### config.mk
export PLATFORM = sky130hd
export DESIGN_NAME = pipeline_control_flat
export DESIGN_NICKNAME = d
export VERILOG_FILES = /design/src/rtl/pipeline_control_if.sv /design/src/rtl/pipeline_control.sv /design/src/flat_wrapper.sv
export SDC_FILE = /design/constraint.sdc
export NUM_CORES = 1
export LEC_CHECK = 0
export ABC_CLOCK_PERIOD_IN_PS = 4000
export CORE_ASPECT_RATIO = 2
export CORE_UTILIZATION = 40
export CTS_CLUSTER_DIAMETER = 40
export DETAILED_ROUTE_END_ITERATION = 12
export PLACE_DENSITY_LB_ADDON = 0.2
export SETUP_SLACK_MARGIN = 0.05
export SYNTH_ARGS = -nofsm -noshare
export SYNTH_HDL_FRONTEND = slang
export SYNTH_SLANG_ARGS = --single-unit
export TNS_END_PERCENT = 1
### constraint.sdc
create_clock -name i_clk -period 4 [get_ports i_clk]
set_clock_uncertainty 0.1 [all_clocks]
set_input_delay 0.4 -clock i_clk [delete_from_list [all_inputs] [get_ports i_clk]]
set_output_delay 0.4 -clock i_clk [all_outputs]
set_load 0.1 [all_outputs]
### src/rtl/pipeline_control_if.sv
// rtl/pipeline_control_if.sv - hazard inputs and stage control outputs of the pipeline sequencer
// Signal prefixes are from the controller's point of view: i_ toward it, o_ from it.
interface pipeline_control_if #(
   parameter int CNT_W = 16,
   parameter int MUL_W = 2
);
   logic             i_dec_valid;
   logic [3:0]       i_dec_rn;
   logic [3:0]       i_dec_rm;
   logic [3:0]       i_dec_rs;
   logic             i_dec_use_rn;
   logic             i_dec_use_rm;
   logic             i_dec_use_rs;
   logic             i_ex_is_load;
   logic             i_ex_wb_en;
   logic [3:0]       i_ex_rd;
   logic             i_ex_mul_start;
   logic [MUL_W-1:0] i_ex_mul_cycles;
   logic             i_branch_taken;
   logic             i_mem_busy;
   logic             i_perf_clr;

   logic             o_pc_en;
   logic             o_pc_load;
   logic             o_en_ifid;
   logic             o_en_idex;
   logic             o_en_exmem;
   logic             o_en_memwb;
   logic             o_bub_ifid;
   logic             o_bub_idex;
   logic             o_bub_exmem;
   logic [CNT_W-1:0] o_stall_cnt;
   logic [CNT_W-1:0] o_flush_cnt;

   modport master (
      output i_dec_valid, i_dec_rn, i_dec_rm, i_dec_rs,
             i_dec_use_rn, i_dec_use_rm, i_dec_use_rs,
             i_ex_is_load, i_ex_wb_en, i_ex_rd,
             i_ex_mul_start, i_ex_mul_cycles,
             i_branch_taken, i_mem_busy, i_perf_clr,
      input  o_pc_en, o_pc_load,
             o_en_ifid, o_en_idex, o_en_exmem, o_en_memwb,
             o_bub_ifid, o_bub_idex, o_bub_exmem,
             o_stall_cnt, o_flush_cnt
   );

   modport slave (
      input  i_dec_valid, i_dec_rn, i_dec_rm, i_dec_rs,
             i_dec_use_rn, i_dec_use_rm, i_dec_use_rs,
             i_ex_is_load, i_ex_wb_en, i_ex_rd,
             i_ex_mul_start, i_ex_mul_cycles,
             i_branch_taken, i_mem_busy, i_perf_clr,
      output o_pc_en, o_pc_load,
             o_en_ifid, o_en_idex, o_en_exmem, o_en_memwb,
             o_bub_ifid, o_bub_idex, o_bub_exmem,
             o_stall_cnt, o_flush_cnt
   );
endinterface

### src/rtl/pipeline_control.sv
// rtl/pipeline_control.sv - pipeline stage sequencer with hazard priority and perf counters
// Priority: mem wait > multi-cycle execute > taken branch > load-use > normal flow.
module pipeline_control #(
   parameter int CNT_W = 16,
   parameter int MUL_W = 2
) (
   input logic              i_clk,
   input logic              i_rst,
   pipeline_control_if.slave io
);
   typedef enum logic {
      ST_RUN = 1'b0,
      ST_MUL = 1'b1
   } state_t;

   localparam logic [MUL_W-1:0] MUL_ONE = {{(MUL_W-1){1'b0}}, 1'b1};
   localparam logic [CNT_W-1:0] CNT_ONE = {{(CNT_W-1){1'b0}}, 1'b1};
   localparam logic [CNT_W-1:0] CNT_MAX = {CNT_W{1'b1}};

   state_t           r_state;
   state_t           w_state_nxt;
   logic [MUL_W-1:0] r_mul_cnt;
   logic [MUL_W-1:0] w_mul_cnt_nxt;
   logic [CNT_W-1:0] r_stall_cnt;
   logic [CNT_W-1:0] r_flush_cnt;

   logic w_load_use;
   logic w_mul_begin;
   logic w_mul_hold;
   logic w_stall_inc;
   logic w_flush_inc;

   logic w_pc_en;
   logic w_pc_load;
   logic w_en_ifid;
   logic w_en_idex;
   logic w_en_exmem;
   logic w_en_memwb;
   logic w_bub_ifid;
   logic w_bub_idex;
   logic w_bub_exmem;

   always_comb begin
      w_load_use = io.i_dec_valid & io.i_ex_is_load & io.i_ex_wb_en &
                   ((io.i_dec_use_rn & (io.i_dec_rn == io.i_ex_rd)) |
                    (io.i_dec_use_rm & (io.i_dec_rm == io.i_ex_rd)) |
                    (io.i_dec_use_rs & (io.i_dec_rs == io.i_ex_rd)));
   end

   // The MUL counter holds the extra cycles still owed after the current one.
   assign w_mul_begin = (r_state == ST_RUN) & io.i_ex_mul_start & (io.i_ex_mul_cycles != '0);
   assign w_mul_hold  = w_mul_begin | ((r_state == ST_MUL) & (r_mul_cnt != '0));

   always_ff @(posedge i_clk) begin
      if (i_rst) begin
         r_state   <= ST_RUN;
         r_mul_cnt <= '0;
      end else begin
         r_state   <= w_state_nxt;
         r_mul_cnt <= w_mul_cnt_nxt;
      end
   end

   always_comb begin
      w_state_nxt   = r_state;
      w_mul_cnt_nxt = r_mul_cnt;
      w_stall_inc   = 1'b0;
      w_flush_inc   = 1'b0;
      w_pc_en       = 1'b1;
      w_pc_load     = 1'b0;
      w_en_ifid     = 1'b1;
      w_en_idex     = 1'b1;
      w_en_exmem    = 1'b1;
      w_en_memwb    = 1'b1;
      w_bub_ifid    = 1'b0;
      w_bub_idex    = 1'b0;
      w_bub_exmem   = 1'b0;

      if (i_rst) begin
         w_state_nxt   = ST_RUN;
         w_mul_cnt_nxt = '0;
         w_pc_en       = 1'b0;
         w_en_ifid     = 1'b0;
         w_en_idex     = 1'b0;
         w_en_exmem    = 1'b0;
         w_en_memwb    = 1'b0;
         w_bub_ifid    = 1'b1;
         w_bub_idex    = 1'b1;
         w_bub_exmem   = 1'b1;
      end else if (io.i_mem_busy) begin
         w_stall_inc   = 1'b1;
         w_pc_en       = 1'b0;
         w_en_ifid     = 1'b0;
         w_en_idex     = 1'b0;
         w_en_exmem    = 1'b0;
         w_en_memwb    = 1'b0;
      end else if (w_mul_hold) begin
         // EX keeps its instruction; MEM receives a bubble while WB drains.
         w_state_nxt   = ST_MUL;
         w_mul_cnt_nxt = w_mul_begin ? (io.i_ex_mul_cycles - MUL_ONE) : (r_mul_cnt - MUL_ONE);
         w_stall_inc   = 1'b1;
         w_pc_en       = 1'b0;
         w_en_ifid     = 1'b0;
         w_en_idex     = 1'b0;
         w_bub_exmem   = 1'b1;
      end else begin
         w_state_nxt = ST_RUN;
         if (io.i_branch_taken) begin
            w_flush_inc = 1'b1;
            w_pc_load   = 1'b1;
            w_bub_ifid  = 1'b1;
            w_bub_idex  = 1'b1;
         end else if (w_load_use) begin
            w_stall_inc = 1'b1;
            w_pc_en     = 1'b0;
            w_en_ifid   = 1'b0;
            w_bub_idex  = 1'b1;
         end
      end
   end

   always_ff @(posedge i_clk) begin
      if (i_rst || io.i_perf_clr) begin
         r_stall_cnt <= '0;
      end else if (w_stall_inc && (r_stall_cnt != CNT_MAX)) begin
         r_stall_cnt <= r_stall_cnt + CNT_ONE;
      end
   end

   always_ff @(posedge i_clk) begin
      if (i_rst || io.i_perf_clr) begin
         r_flush_cnt <= '0;
      end else if (w_flush_inc && (r_flush_cnt != CNT_MAX)) begin
         r_flush_cnt <= r_flush_cnt + CNT_ONE;
      end
   end

   assign io.o_pc_en     = w_pc_en;
   assign io.o_pc_load   = w_pc_load;
   assign io.o_en_ifid   = w_en_ifid;
   assign io.o_en_idex   = w_en_idex;
   assign io.o_en_exmem  = w_en_exmem;
   assign io.o_en_memwb  = w_en_memwb;
   assign io.o_bub_ifid  = w_bub_ifid;
   assign io.o_bub_idex  = w_bub_idex;
   assign io.o_bub_exmem = w_bub_exmem;
   assign io.o_stall_cnt = r_stall_cnt;
   assign io.o_flush_cnt = r_flush_cnt;
endmodule

### src/flat_wrapper.sv
// flat-port wrapper written by rule: the top's interface ports become plain ports
module pipeline_control_flat 
#(
   parameter int CNT_W = 16,
   parameter int MUL_W = 2
)
  (i_clk, i_rst, io_i_dec_valid, io_i_dec_rn, io_i_dec_rm, io_i_dec_rs, io_i_dec_use_rn, io_i_dec_use_rm, io_i_dec_use_rs, io_i_ex_is_load, io_i_ex_wb_en, io_i_ex_rd, io_i_ex_mul_start, io_i_ex_mul_cycles, io_i_branch_taken, io_i_mem_busy, io_i_perf_clr, io_o_pc_en, io_o_pc_load, io_o_en_ifid, io_o_en_idex, io_o_en_exmem, io_o_en_memwb, io_o_bub_ifid, io_o_bub_idex, io_o_bub_exmem, io_o_stall_cnt, io_o_flush_cnt);
  pipeline_control_if #(.CNT_W(CNT_W), .MUL_W(MUL_W)) io_i ();
  input logic i_clk;
  input logic i_rst;
  input wire logic [$bits(io_i.i_dec_valid)-1:0] io_i_dec_valid;
  input wire logic [$bits(io_i.i_dec_rn)-1:0] io_i_dec_rn;
  input wire logic [$bits(io_i.i_dec_rm)-1:0] io_i_dec_rm;
  input wire logic [$bits(io_i.i_dec_rs)-1:0] io_i_dec_rs;
  input wire logic [$bits(io_i.i_dec_use_rn)-1:0] io_i_dec_use_rn;
  input wire logic [$bits(io_i.i_dec_use_rm)-1:0] io_i_dec_use_rm;
  input wire logic [$bits(io_i.i_dec_use_rs)-1:0] io_i_dec_use_rs;
  input wire logic [$bits(io_i.i_ex_is_load)-1:0] io_i_ex_is_load;
  input wire logic [$bits(io_i.i_ex_wb_en)-1:0] io_i_ex_wb_en;
  input wire logic [$bits(io_i.i_ex_rd)-1:0] io_i_ex_rd;
  input wire logic [$bits(io_i.i_ex_mul_start)-1:0] io_i_ex_mul_start;
  input wire logic [$bits(io_i.i_ex_mul_cycles)-1:0] io_i_ex_mul_cycles;
  input wire logic [$bits(io_i.i_branch_taken)-1:0] io_i_branch_taken;
  input wire logic [$bits(io_i.i_mem_busy)-1:0] io_i_mem_busy;
  input wire logic [$bits(io_i.i_perf_clr)-1:0] io_i_perf_clr;
  output wire logic [$bits(io_i.o_pc_en)-1:0] io_o_pc_en;
  output wire logic [$bits(io_i.o_pc_load)-1:0] io_o_pc_load;
  output wire logic [$bits(io_i.o_en_ifid)-1:0] io_o_en_ifid;
  output wire logic [$bits(io_i.o_en_idex)-1:0] io_o_en_idex;
  output wire logic [$bits(io_i.o_en_exmem)-1:0] io_o_en_exmem;
  output wire logic [$bits(io_i.o_en_memwb)-1:0] io_o_en_memwb;
  output wire logic [$bits(io_i.o_bub_ifid)-1:0] io_o_bub_ifid;
  output wire logic [$bits(io_i.o_bub_idex)-1:0] io_o_bub_idex;
  output wire logic [$bits(io_i.o_bub_exmem)-1:0] io_o_bub_exmem;
  output wire logic [$bits(io_i.o_stall_cnt)-1:0] io_o_stall_cnt;
  output wire logic [$bits(io_i.o_flush_cnt)-1:0] io_o_flush_cnt;
  assign io_i.i_dec_valid = io_i_dec_valid;
  assign io_i.i_dec_rn = io_i_dec_rn;
  assign io_i.i_dec_rm = io_i_dec_rm;
  assign io_i.i_dec_rs = io_i_dec_rs;
  assign io_i.i_dec_use_rn = io_i_dec_use_rn;
  assign io_i.i_dec_use_rm = io_i_dec_use_rm;
  assign io_i.i_dec_use_rs = io_i_dec_use_rs;
  assign io_i.i_ex_is_load = io_i_ex_is_load;
  assign io_i.i_ex_wb_en = io_i_ex_wb_en;
  assign io_i.i_ex_rd = io_i_ex_rd;
  assign io_i.i_ex_mul_start = io_i_ex_mul_start;
  assign io_i.i_ex_mul_cycles = io_i_ex_mul_cycles;
  assign io_i.i_branch_taken = io_i_branch_taken;
  assign io_i.i_mem_busy = io_i_mem_busy;
  assign io_i.i_perf_clr = io_i_perf_clr;
  assign io_o_pc_en = io_i.o_pc_en;
  assign io_o_pc_load = io_i.o_pc_load;
  assign io_o_en_ifid = io_i.o_en_ifid;
  assign io_o_en_idex = io_i.o_en_idex;
  assign io_o_en_exmem = io_i.o_en_exmem;
  assign io_o_en_memwb = io_i.o_en_memwb;
  assign io_o_bub_ifid = io_i.o_bub_ifid;
  assign io_o_bub_idex = io_i.o_bub_idex;
  assign io_o_bub_exmem = io_i.o_bub_exmem;
  assign io_o_stall_cnt = io_i.o_stall_cnt;
  assign io_o_flush_cnt = io_i.o_flush_cnt;
  pipeline_control #(.CNT_W(CNT_W), .MUL_W(MUL_W)) u_core (.i_clk(i_clk), .i_rst(i_rst), .io(io_i));
endmodule
# Word level (Yosys, flattened, before mapping)
# Cells that the tools add are included.
# word_totals
reg_bits,35
in_bits,30
# op_classes
n_addsub,4
n_eq_ne,5
muxes,28
bitwise,14
n_reduce_logical,6
# ops
cell,n
$add A16 B1 Y16 const B,2
$ne A16 B16 Y1 const B,2
$mux W1,27
$eq A4 B4 Y1,3
$and A1 B1 Y1,9
$reduce_bool A2 Y1,2
$sub A2 B1 Y2 const B,2
$or A1 B1 Y1,3
$logic_and A1 B1 Y1,2
$mux W2,1
$not A1 Y1,2
$reduce_and A2 Y1,1
$logic_or A1 B1 Y1,1

# Depth between registers and ports, before layout
# Gate-level depths: netlist of run 1.
# depth
ltp_word,11
depth_mapped,9
ltp_nobuf,7

# Least setup slack after synthesis of run 1
# OpenSTA, ideal clock, no wires.
# synth_path
path_type,input port to output port
start,in io_i_ex_mul_start
end,out io_o_pc_en
t_arrival_ns,3.887
required_time_ns,3.500
setup_slack_ns,-0.387
cell_stages,7
cell_sequence,nor2b_1 -> o21ai_0 -> nand2_1 -> or2_2 -> clkbuf_1 -> nor3_1 -> buf_4
# synth_via
elab_chain_len,6
# synth_rtl
element,line_no,text
start: declaration,flat_wrapper.sv:21,input wire logic [$bits(io_i.i_ex_mul_start)-1:0] io_i_ex_mul_start;
$and A1 B1 Y1 (2 in a row),pipeline_control.sv:51,assign w_mul_begin = (r_state == ST_RUN) & io.i_ex_mul_start & (io.i_ex_mul_cycles != '0);
$or A1 B1 Y1,pipeline_control.sv:52,assign w_mul_hold = w_mul_begin | ((r_state == ST_MUL) & (r_mul_cnt != '0));
$mux W1 (3 in a row),n/a,
end: declaration,flat_wrapper.sv:26,output wire logic [$bits(io_i.o_pc_en)-1:0] io_o_pc_en;
# Every way passes these cells.

# Worst setup path in the final report of run 1
# layout_path
start,in io_i_ex_mul_cycles[1]
end,out io_o_pc_en
# layout_via
elab_chain_len,6
# layout_rtl
element,line_no,text
start: declaration,flat_wrapper.sv:22,input wire logic [$bits(io_i.i_ex_mul_cycles)-1:0] io_i_ex_mul_cycles;
$reduce_bool A2 Y1,pipeline_control.sv:51,
$and A1 B1 Y1,pipeline_control.sv:51,
$or A1 B1 Y1,pipeline_control.sv:52,
$mux W1,pipeline_control.sv:97,end else if (w_mul_hold) begin
$mux W1,pipeline_control.sv:90,end else if (io.i_mem_busy) begin
$mux W1,pipeline_control.sv:79,if (i_rst) begin
# Every way passes these cells.

==> metrics, run 1 <==
outcome finished clean; die outline area 4990 um2; maximum number of pins on one net before global-route repair 29; clock buffer count from CTS 5; cell area reported after detailed placement 2580 um2; hold buffer count at cts 0; Setup violations, final 0; final net count about 330; clock transition at the registers of the reported paths 70 ps; peak fanout along the critical path 6; post-placement cell count 341; via count of the first global-routing pass about 1900; number of sinks driven by the clock tree 35; residual overflow from global routing 0; standby leakage power roughly 0.9 nW; Worst Min Path Start u_core.io.o_stall_cnt[5]; deepest level of the CTS H-tree 2; Max IR drop VDD 0.252 mV; Min-Delay Path Depth 2; Async SR Flop Fraction 0%; Synth top area share a little under two fifths; post-layout instance area 2660 um2; Antenna Violating Nets Remaining 0; overall die height a little under 100 um; area grow syn2layout 41.6%; synthesized instance count 226; kind of path behind the tightest hold check reg -> reg; cells on worst reg2reg path 6; Crit. End Element output port; vias after detailed routing between 1500 and 2000; Critical Path RT 3500 ps; number of max-slew violations in the final report 0; ports placed on the boundary between 70 and 80; global placement routability congestion about 0.8; slew margin rel. 34.1%; CP Data Arrival Time between 2000 and 2500 ps; reg2reg setup slack 1570 ps; Top FF cell, synth sky130_fd_sc_hd__dfxtp_1; mean routed wirelength per cell between 10 and 15 um; time the final worst path needs with I/O delays and setup between 2000 and 3000 ps; DIE WIDTH 50.5 um; Routed Wire Length 4.78 mm; Core Area around 4400 um2; most area-consuming cells after synthesis sky130_fd_sc_hd__dfxtp_1, sky130_fd_sc_hd__xor2_1, sky130_fd_sc_hd__nor2_1; count of synthesis-stage warnings from yosys 0; unrepaired setup endpoints after global routing no; wire length of the first global-routing pass 7.84 mm; path type of the worst setup path in -> out; post-DP HPWL 3.72 mm; clock tree from TritonCTS yes; Layout Cells excl Fill around 350; post-synthesis register bit count 35; residual DRC count 0; met3 Usage GRT around 4.0%; Clock Root Buffer sky130_fd_sc_hd__clkbuf_8; setup TNS 0 ps; post-CTS setup buffer count 0; Worst Hold Path EP u_core.io.o_stall_cnt[5]; fraction of final layout cells sized beyond drive strength 1 between 7 and 8%; final period utilization 68.2%; number of detailed-routing iterations run before antenna repair 4; biggest area consumer among synthesized cells sky130_fd_sc_hd__dfxtp_1; Antenna Cells 0; GR Util All Layers 20.6%; number of enable-type register cells in the synthesized netlist 0; clk_lat worst skew 280 ps; ratio of routed vias to standard cells approximately 5.4; FF-to-FF End u_core.io.o_stall_cnt[5]; post-cts sizing count 0; most frequent cell after synthesis sky130_fd_sc_hd__dfxtp_1; GRT met1 Usage approximately 18%; total power 0.000733 W; Reg2Reg Launch Point u_core.io.o_stall_cnt[0]; standard-cell row count 34; Power Density about 280 nW/um2; post-synthesis average cell area about 8.3 um2; buffer depth of the longest clock path 2; share of synthesized area occupied by flip-flops and latches 37.3%; final cell utilization of the core 60.1%; most used routing layer met2; Port Buf Inserts 70; Initial Utilization 42.4%; category of the worst setup path launch point input port; met2 Usage GRT 40.2%; count of unique library cells instantiated by Yosys 43; slew at the pin closest to its max-slew limit 986 ps; syn nets 258; drt initial violations 35; max capacitance violation total 0; achievable frequency 367 MHz; Final Hold Vio Count 0; top cells by count, synth sky130_fd_sc_hd__dfxtp_1, sky130_fd_sc_hd__nor2_1, sky130_fd_sc_hd__xor2_1, sky130_fd_sc_hd__nand3_1, sky130_fd_sc_hd__nand2_1; number of antenna violations at the first check in global routing 0; Synth Cell Area 1880 um2
[logic make-up (layout without fill, tap and decap cells)]
| logic type | after synthesis | after routing | synth area share, % |
|---|---|---|---|
| adders and majority gates | 2 | 2 | 1.33 |
| muxes | 2 | 2 | 1.07 |
| AOI/OAI and AO/OA | 41 | 41 | 15.0 |
| xor gates and xnor gates | 29 | 29 | 13.5 |
| and+or+nand+nor | 105 | 105 | 28.5 |
| DFF | 35 | 35 | 37.3 |
| buffers and inverters | 12 | 81 | 3.26 |
[power breakdown]
group          leakage, nW  switching (W)  internal [W]  total (W)
logic                0.574      0.0000850     0.0000489   0.000134
registers            0.282     0.00000320      0.000351   0.000354
clock network       0.0422       0.000123      0.000122   0.000245
[metrics by stage]
| stage | setup slack (ps) | hold WS (ps) |
|---|---|---|
| after floorplan | -6.56 | 367 |
| after global placement | 1120 | 379 |
| after detailed placement | 1050 | 403 |
| after CTS | 1270 | 415 |
| after global routing | 1170 | 439 |
| final | 1270 | 409 |
[routing by layer]
metal / up-vias / share of wire, %
met1: 869 / 36
met5: - / 0
li1: 943 / -
met4: 0 / 3.6
met3: 12 / 3.5
met2: 49 / 57
[state kept, by name, summed over array words and instances (netlist names)]
register	cells
u_core.r_mul_cnt	2
u_core.r_state	1
u_core.io.o_stall_cnt	16
u_core.io.o_flush_cnt	16
[cell type report]
| class | instances | area, um2 |
|---|---|---|
| fill | 423 | 1760 |
| multi-input combinational | 179 | 1120 |
| clock buffer | 7 | 76.3 |
| tap | 54 | 67.6 |
| timing repair buffer | 70 | 678 |
| clock inverter | 1 | 5.00 |
| inverter | 3 | 11.3 |
| sequential | 35 | 701 |
[placed cells by master (no fill, tap or decap), types with 5 or more instances in the layout]
cell type / count
sky130_fd_sc_hd__nand3_1: 17
sky130_fd_sc_hd__xor2_1: 19
sky130_fd_sc_hd__buf_4: 9
sky130_fd_sc_hd__or3_1: 8
sky130_fd_sc_hd__nand4_1: 6
sky130_fd_sc_hd__dfxtp_1: 35
sky130_fd_sc_hd__o21ai_0: 10
sky130_fd_sc_hd__nor3_1: 5
sky130_fd_sc_hd__clkbuf_8: 5
sky130_fd_sc_hd__xnor2_1: 10
sky130_fd_sc_hd__clkdlybuf4s50_1: 61
sky130_fd_sc_hd__nor2_1: 26
sky130_fd_sc_hd__a21oi_1: 10
sky130_fd_sc_hd__nand2_1: 16
sky130_fd_sc_hd__and3_1: 5
[critical path, cell delays in order]
cell and delay (ps):
sky130_fd_sc_hd__clkdlybuf4s50_1 470, sky130_fd_sc_hd__o21ai_0 330, sky130_fd_sc_hd__nand2_1 120, sky130_fd_sc_hd__or2_2 360
sky130_fd_sc_hd__nor3_2 210, sky130_fd_sc_hd__buf_4 320
[worst max-delay path by stage]
stage                     depth (start not counted)  slack, ps                   from                   endpoint
after floorplan                                   7         -7          io_i_mem_busy  u_core.io.o_flush_cnt[14]
after global placement                            8       1120          io_i_ex_rd[3]   u_core.io.o_stall_cnt[5]
after detailed placement                          8       1050          io_i_ex_rd[3]   u_core.io.o_stall_cnt[5]
after CTS                                         6       1270  io_i_ex_mul_cycles[0]                 io_o_pc_en
after global routing                              6       1170  io_i_ex_mul_cycles[0]                 io_o_pc_en
final                                             6       1270  io_i_ex_mul_cycles[1]                 io_o_pc_en
Power figures use the tool's default switching activity.
==> run 2: changes to the inputs <==
--- a/config.mk
+++ b/config.mk
@@ -5,7 +5,7 @@
 export SDC_FILE = /design/constraint.sdc
 export NUM_CORES = 1
 export LEC_CHECK = 0
-export ABC_CLOCK_PERIOD_IN_PS = 4000
+export ABC_CLOCK_PERIOD_IN_PS = 2400
 export CORE_ASPECT_RATIO = 2
 export CORE_UTILIZATION = 40
 export CTS_CLUSTER_DIAMETER = 40
==> constraint.sdc (replaced) <==
create_clock -name i_clk -period 2.4 [get_ports i_clk]
set_clock_uncertainty 0.1 [all_clocks]
set_input_delay 0.24 -clock i_clk [delete_from_list [all_inputs] [get_ports i_clk]]
set_output_delay 0.24 -clock i_clk [all_outputs]
set_load 0.1 [all_outputs]
==> metrics, run 2 (same netlist as run 1, synthesis figures left out) <==
Clock Root Buffer sky130_fd_sc_hd__clkbuf_8; maximum number of pins on one net before global-route repair 28 (-3.4%); standard-cell row count 34 (unchanged); Worst Setup Slack, final 130 ps (-1140 ps); kind of path behind the tightest hold check reg -> reg; drt initial violations 39 (+11%); ratio of routed vias to standard cells 5.28 (-1.7%); DIE WIDTH 50.5 um (unchanged); Antenna Cells 0 (unchanged); clock buffer count from CTS 5 (unchanged); Port Buf Inserts 70 (unchanged); unrepaired setup endpoints after global routing yes; standby leakage power 1.16 nW (+29%); CP Data Arrival Time 1930 ps (-300 ps); residual DRC count 0 (unchanged); mean routed wirelength per cell 13.3 um (-2.5%); Routed Wire Length 4.99 mm (+4.4%); Setup violations, final 0 (unchanged); final period utilization 94.6%; slew at the pin closest to its max-slew limit 415 ps (-570 ps); number of antenna violations at the first check in global routing 0 (unchanged); commonest non-fill, non-tap cells in the layout sky130_fd_sc_hd__buf_4, sky130_fd_sc_hd__dfxtp_1, sky130_fd_sc_hd__clkdlybuf4s50_1; clock tree from TritonCTS yes; post-route met1 wirelength 1.74 mm (+1.0%); final cell utilization of the core 67.1% (+7.0 points); Worst Min Path Start u_core.io.o_stall_cnt[5]; clock transition at the registers of the reported paths 70 ps (about the same); FF-to-FF End u_core.io.o_stall_cnt[10]; die outline area 4990 um2 (unchanged); sum of met2 wire segment lengths after detailed routing 2.99 mm (+10%); post-DP HPWL 3.96 mm (+6.5%); buffer depth of the longest clock path 2 (unchanged); cell with the biggest individual delay on the critical path sky130_fd_sc_hd__clkdlybuf4s50_1; Crit. End Element output port; hold buffer count at cts 0 (unchanged); uppermost layer routed met4; buffers plus inverters on the worst setup path 3 (+1); leading cell type in the layout, fill and taps excluded sky130_fd_sc_hd__buf_4; Power Density 439 nW/um2 (+59%); total power 0.00130 W (+78%); Antenna Violating Nets Remaining 0 (unchanged); category of the worst setup path launch point input port; reg2reg setup slack 240 ps (-1330 ps); Reg2Reg Launch Point u_core.io.o_stall_cnt[1]; Hold WS 405 ps (-4.85 ps); Min-Delay Path Depth 2 (unchanged); path type of the worst setup path in -> out; largest stage delay on the critical path 470 ps (about the same); Max IR drop VDD 0.351 mV (+39%); wire length of the first global-routing pass 8.27 mm (+5.5%); peak fanout along the critical path 2 (-4); GR Util All Layers 21.4% (+0.77 points); Critical Path RT 2060 ps (-1440 ps); Worst Hold Path EP u_core.io.o_stall_cnt[5]; ports placed on the boundary 71 (unchanged); outcome finished clean; worst path cell trace clkdlybuf4s50_1 -> xor2_1 -> nor4_4 -> nand3_1 -> a31oi_4 -> buf_6 -> nor3_4 -> buf_12; final net count 351 (+7.7%); Initial Utilization 42.4% (unchanged); time the final worst path needs with I/O delays and setup 2270 ps; deepest level of the CTS H-tree 2 (unchanged); area grow syn2layout 58.1%; via count of the first global-routing pass 1973 (+5.0%); Core Area 4420 um2 (unchanged); CP top delay family buffers and inverters; global placement routability congestion 0.790 (+1.4%); overall die height 98.9 um (unchanged); number of detailed-routing iterations run before antenna repair 4 (unchanged); met3 wire length 173 um (+3.0%); vias after detailed routing 1974 (+5.4%); residual overflow from global routing 0 (unchanged); Final Hold Vio Count 0 (unchanged); cells on worst reg2reg path 7 (+1); number of sinks driven by the clock tree 35 (unchanged); achievable frequency 441 MHz; number of max-slew violations in the final report 0 (unchanged); clk_lat worst skew 290 ps (about the same); slew margin rel. 72.2% (+38 points); post-place setup slack -219 ps (-1270 ps); fraction of final layout cells sized beyond drive strength 1 29.4% (+22 points); max capacitance violation total 0 (unchanged)
run 2: power breakdown:
part / internal, W / switching, W
Clock: 0.000203 / 0.000215
Sequential: 0.000584 / 0.00000393
Combinational: 0.000133 / 0.000164
Total: 0.000920 / 0.000382
run 2: timing repair:
| item | CTS | global route |
|---|---|---|
| gates resized for setup | 4 | 11 |
| setup buffers | 1 | 0 |
| pin swaps | 3 | 9 |
| endpoints found under the setup margin | 2 | 15 |
run 2: how the worst max path moves through the flow:
stage,start,cells past startpoint,slack [ps],end
5_1_grt,io_i_ex_wb_en,9,40,u_core.io.o_stall_cnt[15]
2_1_floorplan,u_core.r_mul_cnt[1],6,-290,io_o_pc_en
3_3_place_gp,io_i_ex_rd[3],9,-150,u_core.io.o_stall_cnt[10]
3_5_place_dp,io_i_ex_rd[0],9,-220,u_core.io.o_stall_cnt[10]
6_report,io_i_dec_rn[1],8,130,io_o_pc_en
4_1_cts,io_i_ex_mul_cycles[1],7,70,io_o_pc_en
run 2: stage by stage:
step	std cells	instance area, um2	TNS, ps
final	374	2970	0
after global routing	374	2970	0
after CTS	374	2920	0
after detailed placement	365	2820	-1830
after global placement	365	2820	-1060
after floorplan	226	1910	-3150
run 2: final cells by class:
cell class	count	area (um2)
fill	409	1460
clock inverter	2	12.5
inverter	3	11.3
sequential	35	708
timing repair buffer	95	908
multi-input combinational	179	1190
clock buffer	6	72.6
tap	54	67.6
run 2: worst reg2reg max path, cell delays in order (launching register included):
cell,delay (ps)
sky130_fd_sc_hd__dfxtp_1,380
sky130_fd_sc_hd__ha_1,250
sky130_fd_sc_hd__and2_1,180
sky130_fd_sc_hd__a31oi_1,350
sky130_fd_sc_hd__o21ai_4,150
sky130_fd_sc_hd__buf_4,190
sky130_fd_sc_hd__or3_1,350
sky130_fd_sc_hd__a21oi_1,140
run 2: metal layers:
layer,global-route usage [%],vias to the layer above
li1,-,989
met1,19.8,934
met2,42.8,45
met3,3.86,6
met4,8.97,0
met5,0,-
==> run 3: changes to the inputs <==
--- a/config.mk
+++ b/config.mk
@@ -10,6 +10,7 @@
 export CORE_UTILIZATION = 40
 export CTS_CLUSTER_DIAMETER = 40
 export DETAILED_ROUTE_END_ITERATION = 12
+export GPL_ROUTABILITY_DRIVEN = 0
 export PLACE_DENSITY_LB_ADDON = 0.2
 export SETUP_SLACK_MARGIN = 0.05
 export SYNTH_ARGS = -nofsm -noshare
==> results of run 3 <==
Same layout as run 2: the final DEF is identical, and so are final timing and power.
